**src/rtl/wired_mul_pkg.sv**
```systemverilog
// Shared definitions for the iterative multiplier and the decode logic that
// selects its sign controls and result half.
package wired_mul_pkg;

  localparam int MUL_WIDTH = 32;
  localparam int MUL_LAT   = MUL_WIDTH;

  typedef enum logic [1:0] {
    MUL    = 2'd0,
    MULH   = 2'd1,
    MULHSU = 2'd2,
    MULHU  = 2'd3
  } mul_op_e;

  typedef struct packed {
    logic sign_a;
    logic sign_b;
    logic select_hi;
  } mul_ctrl_t;

  // Low half of the product is identical for every signedness, so MUL
  // simply reuses the signed/signed setting.
  function automatic mul_ctrl_t mul_op_ctrl(input mul_op_e op);
    mul_ctrl_t c;
    c = '{sign_a: 1'b1, sign_b: 1'b1, select_hi: 1'b0};
    case (op)
      MUL:    c = '{sign_a: 1'b1, sign_b: 1'b1, select_hi: 1'b0};
      MULH:   c = '{sign_a: 1'b1, sign_b: 1'b1, select_hi: 1'b1};
      MULHSU: c = '{sign_a: 1'b1, sign_b: 1'b0, select_hi: 1'b1};
      MULHU:  c = '{sign_a: 1'b0, sign_b: 1'b0, select_hi: 1'b1};
      default: c = '{sign_a: 1'b1, sign_b: 1'b1, select_hi: 1'b0};
    endcase
    return c;
  endfunction

endpackage

```
**src/rtl/wired_mul32_simp.sv**
```systemverilog
// Fixed-latency radix-2 shift-add multiplier. Operands are reduced to
// magnitudes on start, multiplied unsigned over WIDTH iterations, and the
// sign is reapplied combinationally on the way out.
module wired_mul32_simp
  import wired_mul_pkg::*;
#(
  parameter int WIDTH = MUL_WIDTH
) (
  input  logic             clk,
  input  logic             rst_n,
  input  logic [WIDTH-1:0] A,
  input  logic [WIDTH-1:0] B,
  input  logic             sign_a,
  input  logic             sign_b,
  input  logic             start,
  input  logic             flush,
  output logic             busy,
  output logic             done,
  output logic [WIDTH-1:0] prod_lo,
  output logic [WIDTH-1:0] prod_hi
);

  localparam int TW = $clog2(WIDTH + 1);

  logic [TW-1:0]      timer_q;
  logic               busy_q;
  logic               done_q;
  logic               neg_q;
  logic [WIDTH-1:0]   mcand_q;
  logic [WIDTH-1:0]   mplier_q;
  logic [WIDTH:0]     acc_q;

  logic               a_neg;
  logic               b_neg;
  logic [WIDTH-1:0]   a_abs;
  logic [WIDTH-1:0]   b_abs;
  logic [WIDTH:0]     sum;
  logic [2*WIDTH-1:0] raw;
  logic [2*WIDTH-1:0] prod;
  logic               last_iter;

  // Operand magnitudes; the most negative value maps onto itself, which is
  // the correct unsigned magnitude 2^(WIDTH-1).
  always_comb begin
    a_neg = sign_a & A[WIDTH-1];
    b_neg = sign_b & B[WIDTH-1];
    a_abs = a_neg ? (~A + 1'b1) : A;
    b_abs = b_neg ? (~B + 1'b1) : B;
  end

  // One partial-product add per iteration, with a carry bit kept in acc_q.
  always_comb begin
    sum       = acc_q + {1'b0, (mplier_q[0] ? mcand_q : {WIDTH{1'b0}})};
    last_iter = (timer_q == TW'(1));
  end

  // Control: down-counting iteration timer with busy/done handshake.
  always_ff @(posedge clk) begin
    if (!rst_n) begin
      timer_q <= '0;
      busy_q  <= 1'b0;
      done_q  <= 1'b0;
    end else if (flush) begin
      timer_q <= '0;
      busy_q  <= 1'b0;
      done_q  <= 1'b0;
    end else if (start) begin
      timer_q <= TW'(WIDTH);
      busy_q  <= 1'b1;
      done_q  <= 1'b0;
    end else if (timer_q != '0) begin
      timer_q <= timer_q - 1'b1;
      busy_q  <= ~last_iter;
      done_q  <= last_iter;
    end else begin
      done_q  <= 1'b0;
    end
  end

  // Datapath: operand capture on start, then shift {acc, mplier} right each
  // iteration so the product's low bits fill the multiplier register.
  always_ff @(posedge clk) begin
    if (!rst_n) begin
      neg_q    <= 1'b0;
      mcand_q  <= '0;
      mplier_q <= '0;
      acc_q    <= '0;
    end else if (flush) begin
      neg_q    <= neg_q;
    end else if (start) begin
      neg_q    <= a_neg ^ b_neg;
      mcand_q  <= a_abs;
      mplier_q <= b_abs;
      acc_q    <= '0;
    end else if (timer_q != '0) begin
      acc_q    <= {1'b0, sum[WIDTH:1]};
      mplier_q <= {sum[0], mplier_q[WIDTH-1:1]};
    end
  end

  // Reapply the sign to the unsigned product, modulo 2^(2*WIDTH).
  always_comb begin
    raw  = {acc_q[WIDTH-1:0], mplier_q};
    prod = neg_q ? (~raw + 1'b1) : raw;
  end

  assign busy    = busy_q;
  assign done    = done_q;
  assign prod_lo = prod[WIDTH-1:0];
  assign prod_hi = prod[2*WIDTH-1:WIDTH];

endmodule
```
**config.mk**
```make
export PLATFORM = sky130hd
export DESIGN_NAME = wired_mul32_simp
export DESIGN_NICKNAME = d
export VERILOG_FILES = /design/src/rtl/wired_mul_pkg.sv /design/src/rtl/wired_mul32_simp.sv
export SDC_FILE = /design/constraint.sdc
export NUM_CORES = 1
export LEC_CHECK = 0
export CAP_MARGIN = 5
export CORE_MARGIN = 5
export CORE_UTILIZATION = 25
export CTS_BUF_LIST = sky130_fd_sc_hd__clkbuf_2
export DETAILED_ROUTE_END_ITERATION = 7
export SYNTH_ARGS = -nofsm -noshare
export SYNTH_HDL_FRONTEND = slang
export SYNTH_SLANG_ARGS = --single-unit
```
**constraint.sdc**
```tcl
create_clock -name clk -period 5.2 [get_ports clk]
set_input_delay 1.56 -clock clk [delete_from_list [all_inputs] [get_ports clk]]
set_output_delay 1.56 -clock clk [all_outputs]
set_load 0.05 [all_outputs]
```
==> results of run 1 <==
cells in the mapped netlist, types with 16 or more instances:
cell type / number
a211oi_1: 16
a21oi_1: 66
and2_1: 40
clkbuf_1: 60
dfxtp_1: 105
ha_1: 37
inv_1: 18
nand2_1: 131
nand3_1: 32
nor2_1: 65
nor2b_1: 35
nor3_1: 21
o211a_1: 27
o21ai_0: 76
o31ai_1: 34
o41ai_1: 19
or3_1: 19
xnor2_1: 97
xor2_1: 42
sequential cells by signal, indices dropped and copies added (netlist names):
signal and flops:
mplier_q 32, mcand_q 32, timer_q 6, acc_q 32, busy 1, neg_q 1, done 1
final cells by class:
cell class | count | area share [%]
sequential | 105 | 19.3
antenna | 1 | 0.0226
inverter | 18 | 0.610
timing repair buffer | 161 | 15.3
tap | 455 | 5.14
clock buffer | 10 | 0.452
clock inverter | 6 | 0.441
multi-input combinational | 935 | 58.7
per-layer routing:
layer | vias to the layer above | GRT usage [%] | wire (um) | part of all wire, %
met3 | 25 | 2.35 | 1440 | 5.1
met1 | 4042 | 20.4 | 13800 | 49
li1 | 4334 | - | - | -
met4 | 0 | 3.34 | 428 | 1.5
met2 | 212 | 21.8 | 12400 | 44
met5 | - | 0 | 0 | 0
kinds of logic (layout without fill, tap and decap cells):
logic type               Yosys count  in the layout  synth area share [%]
AND/OR/NAND/NOR                  427            427                  25.9
flip-flops                       105            105                  24.2
adder cells (fa/ha/maj)           38             38                  5.57
AO/OA/AOI/OAI                    328            328                  26.1
other                              0              1                     0
buffers and inverters             87            195                  3.88
XOR/XNOR                         139            139                  14.0
multiplexers                       3              3                 0.346
per-stage QoR:
step,setup slack [ns],setup TNS (ns),area (sq um),std cells
floorplan,0.616,0,8680,1127
global placement,0.440,0,10600,1663
detailed placement,0.361,0,10600,1663
CTS,-0.122,-0.169,10900,1687
global route,-0.143,-0.694,11100,1691
finish,0.0755,0,11100,1691
worst max-delay path, delay by kind of cell (launching register included):
| family | cells | cell delay, ns |
|---|---|---|
| compound gates | 1 | 0.27 |
| xor+xnor | 1 | 0.16 |
| buf+inv | 1 | 0.17 |
| flops | 1 | 0.43 |
| simple gates | 6 | 1.88 |
placed cells by master (no fill, tap or decap), types with 35 or more instances in the layout:
master           Yosys  final
dfxtp_1            105     92
and2_1              40     40
ha_1                37     36
nand2_1            131    129
nor2_1              65     63
xor2_1              42     42
xnor2_1             97     88
clkdlybuf4s50_1      0     89
nor2b_1             35     35
o21ai_0             76     76
a21oi_1             66     66
final timing paths:
| path | endpoint | cells after the start | startpoint | slack, ns |
|---|---|---|---|---|
| setup / recovery | prod_hi[28] | 9 | mplier_q[6] | 0.08 |
| hold / removal | mcand_q[31] | 2 | mcand_q[31] | 0.48 |
| setup reg to reg | acc_q[28] | 11 | mplier_q[0] | 1.74 |
| hold reg to reg | mcand_q[31] | 2 | mcand_q[31] | 0.48 |
power groups by stage:
stage | sequential [mW] | clock (mW) | combinational (mW)
5_1_grt | 0.897 | 0.413 | 0.966
6_report | 0.890 | 0.370 | 0.900
3_5_place_dp | 0.905 | 0 | 0.862
2_1_floorplan | 0.889 | 0 | 0.549
3_3_place_gp | 0.902 | 0 | 0.858
4_1_cts | 0.890 | 0.395 | 0.891
repair_timing:
action                                  in CTS  in global routing
endpoints found under the setup margin      37                 26
pin swaps                                   10                 10
gates resized for setup                     55                 30
setup buffers                                8                  3
==> metrics.csv, run 1 <==
stage,metric,value,unit
timing,report.final.slew_viol_count,0,
setup_path,cp_common_cell,or4_4,
timing,clock_skew,0.0396,ns
global_routing,grt_usage,14.1,%
layout,multiInputGateArea,6500,sq um
cts,holdBufCountCts,0,
timing,holdWs,0.480,ns
place,hpwl,22000,um
power_and_ir_drop,switching_share,41.1,%
synth,yosysTopAreaCellShare,24.2,%
synth,synth_cell_types,71,
route,wl,28100,um
timing,min_period,5.12,ns
layout,nNetsFinal,1338,
cts,numCtsBuffers,9,
timing,max_slew_margin,38.6,%
setup_path,start_kind,flip-flop,
global_routing,grt_first_pass_wirelength,44900,um
timing,grt_setup_unrepaired,yes,
setup_path,slowest_delay,0.55,ns
run_status,status,"complete, no violations",
setup_path,cp_cell_sequence,"or4_4, nor4_4, nand4_1, or4_4, nor2_4, nand4_4, o21ai_2, xnor2_2, buf_12",
synth,syn_area,8680,sq um
timing,worstMarginPinSlew,0.921,ns
setup_path,crit_path_max_fanout,6,
route,antenna_left,0,
synth,ys_seq_elements,105,
layout,seqCellArea,2130,sq um
floorplanning,io_pins,136,
timing,fmax,195,MHz
synth,synth_edf_count,0,
layout,fill_cells,3678,
global_routing,grt_pass1_vias,8225,
global_routing,grt-ovfl-total,0,
cts,clock_latency,0.64,ns
cts,path_clk_slew,0.30,ns
layout,final_util,32.2,%
hold_path,min_path_type,reg -> reg,
synth,ys_warn_count,0,
flow_run,cap_viol_max_count,0,
setup_path,crit_arrival,3.56,ns
global_routing,antenna_found_initial,1,
setup_path,cp-end-kind,output port,
synth,synth_largest_area_cell,dfxtp_1,
synth,ys_seq_area_share,24.2,%
floorplanning,die_height,196,um
cts,cts_sinks,105,
power_and_ir_drop,vdd_ir_drop_max,0.0732,mV
layout,syn_to_final_growth,27.7,%
power_and_ir_drop,fin_total_pwr,2.16,mW
setup_path,cp_slowest_cell,or4_4,
route,wl_per_cell,16.6,um
power_and_ir_drop,p_per_area,195,nW/um^2
floorplanning,die_area,38500,sq um
synth,synth_fp_nets,1235,
power_and_ir_drop,seqPwrFrac,41.2,%
floorplanning,placeableCoreArea,34400,sq um
synth,synth_ff_type,dfxtp_1,
floorplanning,row_count,68,
layout,drive_gt1_share,11.5,%
floorplanning,chipWidth,196,um
cts,root_buffer,clkbuf_2,
power_and_ir_drop,intPower,1.27,mW
route,drtPass1Iterations,5,
timing,finalHoldViolCount,0,
place,port-buffer-count,135,
cts,clk_path_buf_depth,2,
setup_path,crit_type,reg -> out,
setup_path,crit_required,3.64,ns
synth,async_flop_share,0,%
power_and_ir_drop,power_switching,888,uW
power_and_ir_drop,leakage,4.33,nW
synth,syn-mean-instance-area,7.70,sq um
timing,fin_crit_sh,98.5,%
cts,htreeDepth,3,
route,vias_per_cell,5.09,
route,dr.first_iter.drc_count,486,
cts,cts_tree,yes,
global_routing,grt_max_degree,62,
power_and_ir_drop,combPwrFrac,41.7,%
place,gp_congestion,0.871,
timing,setup_violations,0,
synth,synth_area_leaders,"dfxtp_1, xnor2_1, nand2_1, ha_1, o21ai_0",
power_and_ir_drop,clockPowerShare,17.1,%
synth,synthCells,1127,
route,drc,0,
floorplanning,start_util,25.2,%
route,vias,8613,
Power figures use the tool's default switching activity.
==> run 2, diff against run 1 <==
GPL_ROUTABILITY_DRIVEN = 0   (was default)
==> metrics.csv, run 2 (synthesis results as in run 1) <==
stage,metric,value,unit,change
global_routing,grt_max_degree,62,,unchanged
route,antenna_left,0,,unchanged
layout,drive_gt1_share,10.6,%,was 11.5%
cts,cts_tree,yes,,unchanged
timing,timing.final.ws_setup,0.116,ns,was 0.0755 ns
timing,clock_skew,0.0413,ns,was 0.0396 ns
layout,largestRegisters,"acc_q x32, mcand_q x32, mplier_q x32",,unchanged
setup_path,crit_type,reg -> out,,unchanged
layout,seqCellArea,2130,sq um,about the same
cts,htreeDepth,3,,unchanged
layout,stdcell_count,1687,,"was 1,691"
place,dp_cells,1661,,"was 1,663"
power_and_ir_drop,seqPwrFrac,40.6,%,was 41.2%
timing,max_slew_margin,39.2,%,was 38.6%
layout,layout_common_cells,"nand2_1, dfxtp_1, xnor2_1",,"was nand2_1, dfxtp_1, clkdlybuf4s50_1"
cts,numCtsBuffers,9,,unchanged
floorplanning,chipWidth,196,um,unchanged
timing,report.final.slew_viol_count,0,,unchanged
global_routing,grt_usage,14.0,%,was 14.1%
setup_path,crit_required,3.64,ns,about the same
place,pre_cts_slack,0.402,ns,was 0.361 ns
floorplanning,start_util,25.2,%,unchanged
floorplanning,io_pins,136,,unchanged
setup_path,rrSetupSlack,1.74,ns,about the same
route,dr.first_iter.drc_count,603,,was 486
power_and_ir_drop,intPower,1.31,mW,was 1.27 mW
route,wl,27900,um,"was 28,100 um"
global_routing,antenna_found_initial,1,,unchanged
setup_path,rr_endpoint,acc_q[28],,unchanged
global_routing,grt-ovfl-total,0,,unchanged
hold_path,holdPathStages,2,,unchanged
layout,nNetsFinal,1334,,"was 1,338"
power_and_ir_drop,switching_share,40.1,%,was 41.1%
setup_path,crit_arrival,3.52,ns,was 3.56 ns
floorplanning,die_height,196,um,unchanged
timing,min_period,5.08,ns,was 5.12 ns
route,drc,0,,unchanged
cts,path_clk_slew,0.31,ns,was 0.30 ns
timing,grt_setup_unrepaired,yes,,unchanged
cts,clk_path_buf_depth,2,,unchanged
flow_run,cap_viol_max_count,0,,unchanged
power_and_ir_drop,vdd_ir_drop_max,0.0837,mV,was 0.0732 mV
power_and_ir_drop,combPwrFrac,40.5,%,was 41.7%
cts,cts_sinks,105,,unchanged
layout,multiInputGateArea,6470,sq um,was 6500 sq um
global_routing,grt_pass1_vias,8144,,"was 8,225"
timing,fin_crit_sh,97.8,%,was 98.5%
layout,fill_cells,3656,,"was 3,678"
place,port-buffer-count,135,,unchanged
route,vias_per_cell,5.05,,was 5.09
setup_path,cp-end-kind,output port,,unchanged
timing,finalHoldViolCount,0,,unchanged
power_and_ir_drop,p_per_area,199,nW/um^2,was 195 nW/um^2
setup_path,rr_worst_depth,11,,unchanged
floorplanning,die_area,38500,sq um,unchanged
route,vias,8514,,"was 8,613"
power_and_ir_drop,clockPowerShare,18.8,%,was 17.1%
run_status,status,"complete, no violations",,unchanged
route,drtPass1Iterations,5,,unchanged
timing,worstMarginPinSlew,0.910,ns,was 0.921 ns
power_and_ir_drop,leakage,4.33,nW,about the same
floorplanning,placeableCoreArea,34400,sq um,unchanged
timing,holdWs,0.484,ns,was 0.480 ns
setup_path,cp-startpoint,mplier_q[5],,was mplier_q[6]
setup_path,cp-endpoint,prod_hi[22],,was prod_hi[28]
floorplanning,row_count,68,,unchanged
setup_path,r2r_start,mplier_q[0],,unchanged
layout,final_common_cell,nand2_1,,unchanged
global_routing,grt_first_pass_wirelength,44300,um,"was 44,900 um"
setup_path,start_kind,flip-flop,,unchanged
hold_path,min_path_type,reg -> reg,,unchanged
timing,setup_violations,0,,unchanged
power_and_ir_drop,power_switching,879,uW,was 888 uW
layout,syn_to_final_growth,27.1,%,was 27.7%
setup_path,crit_path_max_fanout,6,,unchanged
place,hpwl,21900,um,"was 22,000 um"
route,wl_per_cell,16.6,um,about the same
cts,root_buffer,clkbuf_2,,unchanged
timing,fmax,197,MHz,was 195 MHz
cts,clock_latency,0.62,ns,was 0.64 ns
-- run 2: metrics by stage --
step	cell area [sq um]	util, %	power, mW	TNS [ns]
after floorplan	8680	-	1.44	0
after global placement	10600	30.9	1.76	0
after detailed placement	10600	30.9	1.77	0
after CTS	10900	31.7	2.21	-0.0481
after global routing	11000	32.1	2.31	-0.607
final	11000	32.1	2.19	0
-- run 2: layout make-up --
| class | count | share of cell area, % |
|---|---|---|
| clock inverters | 5 | 0.579 |
| clock buffers | 11 | 0.499 |
| inverters | 18 | 0.613 |
| flip-flops and latches | 105 | 19.3 |
| multi-input cells | 935 | 58.6 |
| well taps | 455 | 5.16 |
| repair buffers | 157 | 15.2 |
| diodes | 1 | 0.0227 |
-- run 2: power groups by stage --
stage | combinational (mW) | sequential [mW] | clock (mW)
6_report | 0.889 | 0.891 | 0.412
5_1_grt | 0.953 | 0.899 | 0.457
4_1_cts | 0.884 | 0.892 | 0.435
3_5_place_dp | 0.862 | 0.905 | 0
3_3_place_gp | 0.856 | 0.902 | 0
2_1_floorplan | 0.549 | 0.889 | 0
-- run 2: timing repair --
item                                    4_1_cts  5_1_grt
pin swaps                                     8        7
resized for setup                            40       33
cloned                                        0        0
setup buffers                                 5        4
hold endpoints to repair                      0        0
endpoints found under the setup margin       39       25
hold buffers                                  0        0
-- run 2: how the worst min path moves through the flow --
stage | startpoint | end | slack [ns]
3_5_place_dp | mcand_q[31] | mcand_q[31] | 0.46
5_1_grt | mcand_q[31] | mcand_q[31] | 0.52
2_1_floorplan | mcand_q[0] | mcand_q[0] | 0.44
3_3_place_gp | mcand_q[31] | mcand_q[31] | 0.45
6_report | mcand_q[31] | mcand_q[31] | 0.48
4_1_cts | mcand_q[31] | mcand_q[31] | 0.49
-- run 2: metal layers --
layer | share of wire (%) | up-vias | track usage [%]
met4 | 1.3 | 0 | 3.26
met3 | 5.7 | 22 | 2.76
met1 | 48 | 3980 | 19.7
met2 | 45 | 205 | 22.1
met5 | 0 | - | 0
li1 | - | 4307 | -
-- run 2: worst max-delay path, cell delays in order (launching register included) --
cell     delay [ns]
dfxtp_4        0.42
or4_4          0.57
nor4_4         0.27
nand4_1        0.15
or4_4          0.50
nor2_4         0.14
nand4_4        0.21
o31ai_4        0.31
xnor2_2        0.16
buf_12         0.17
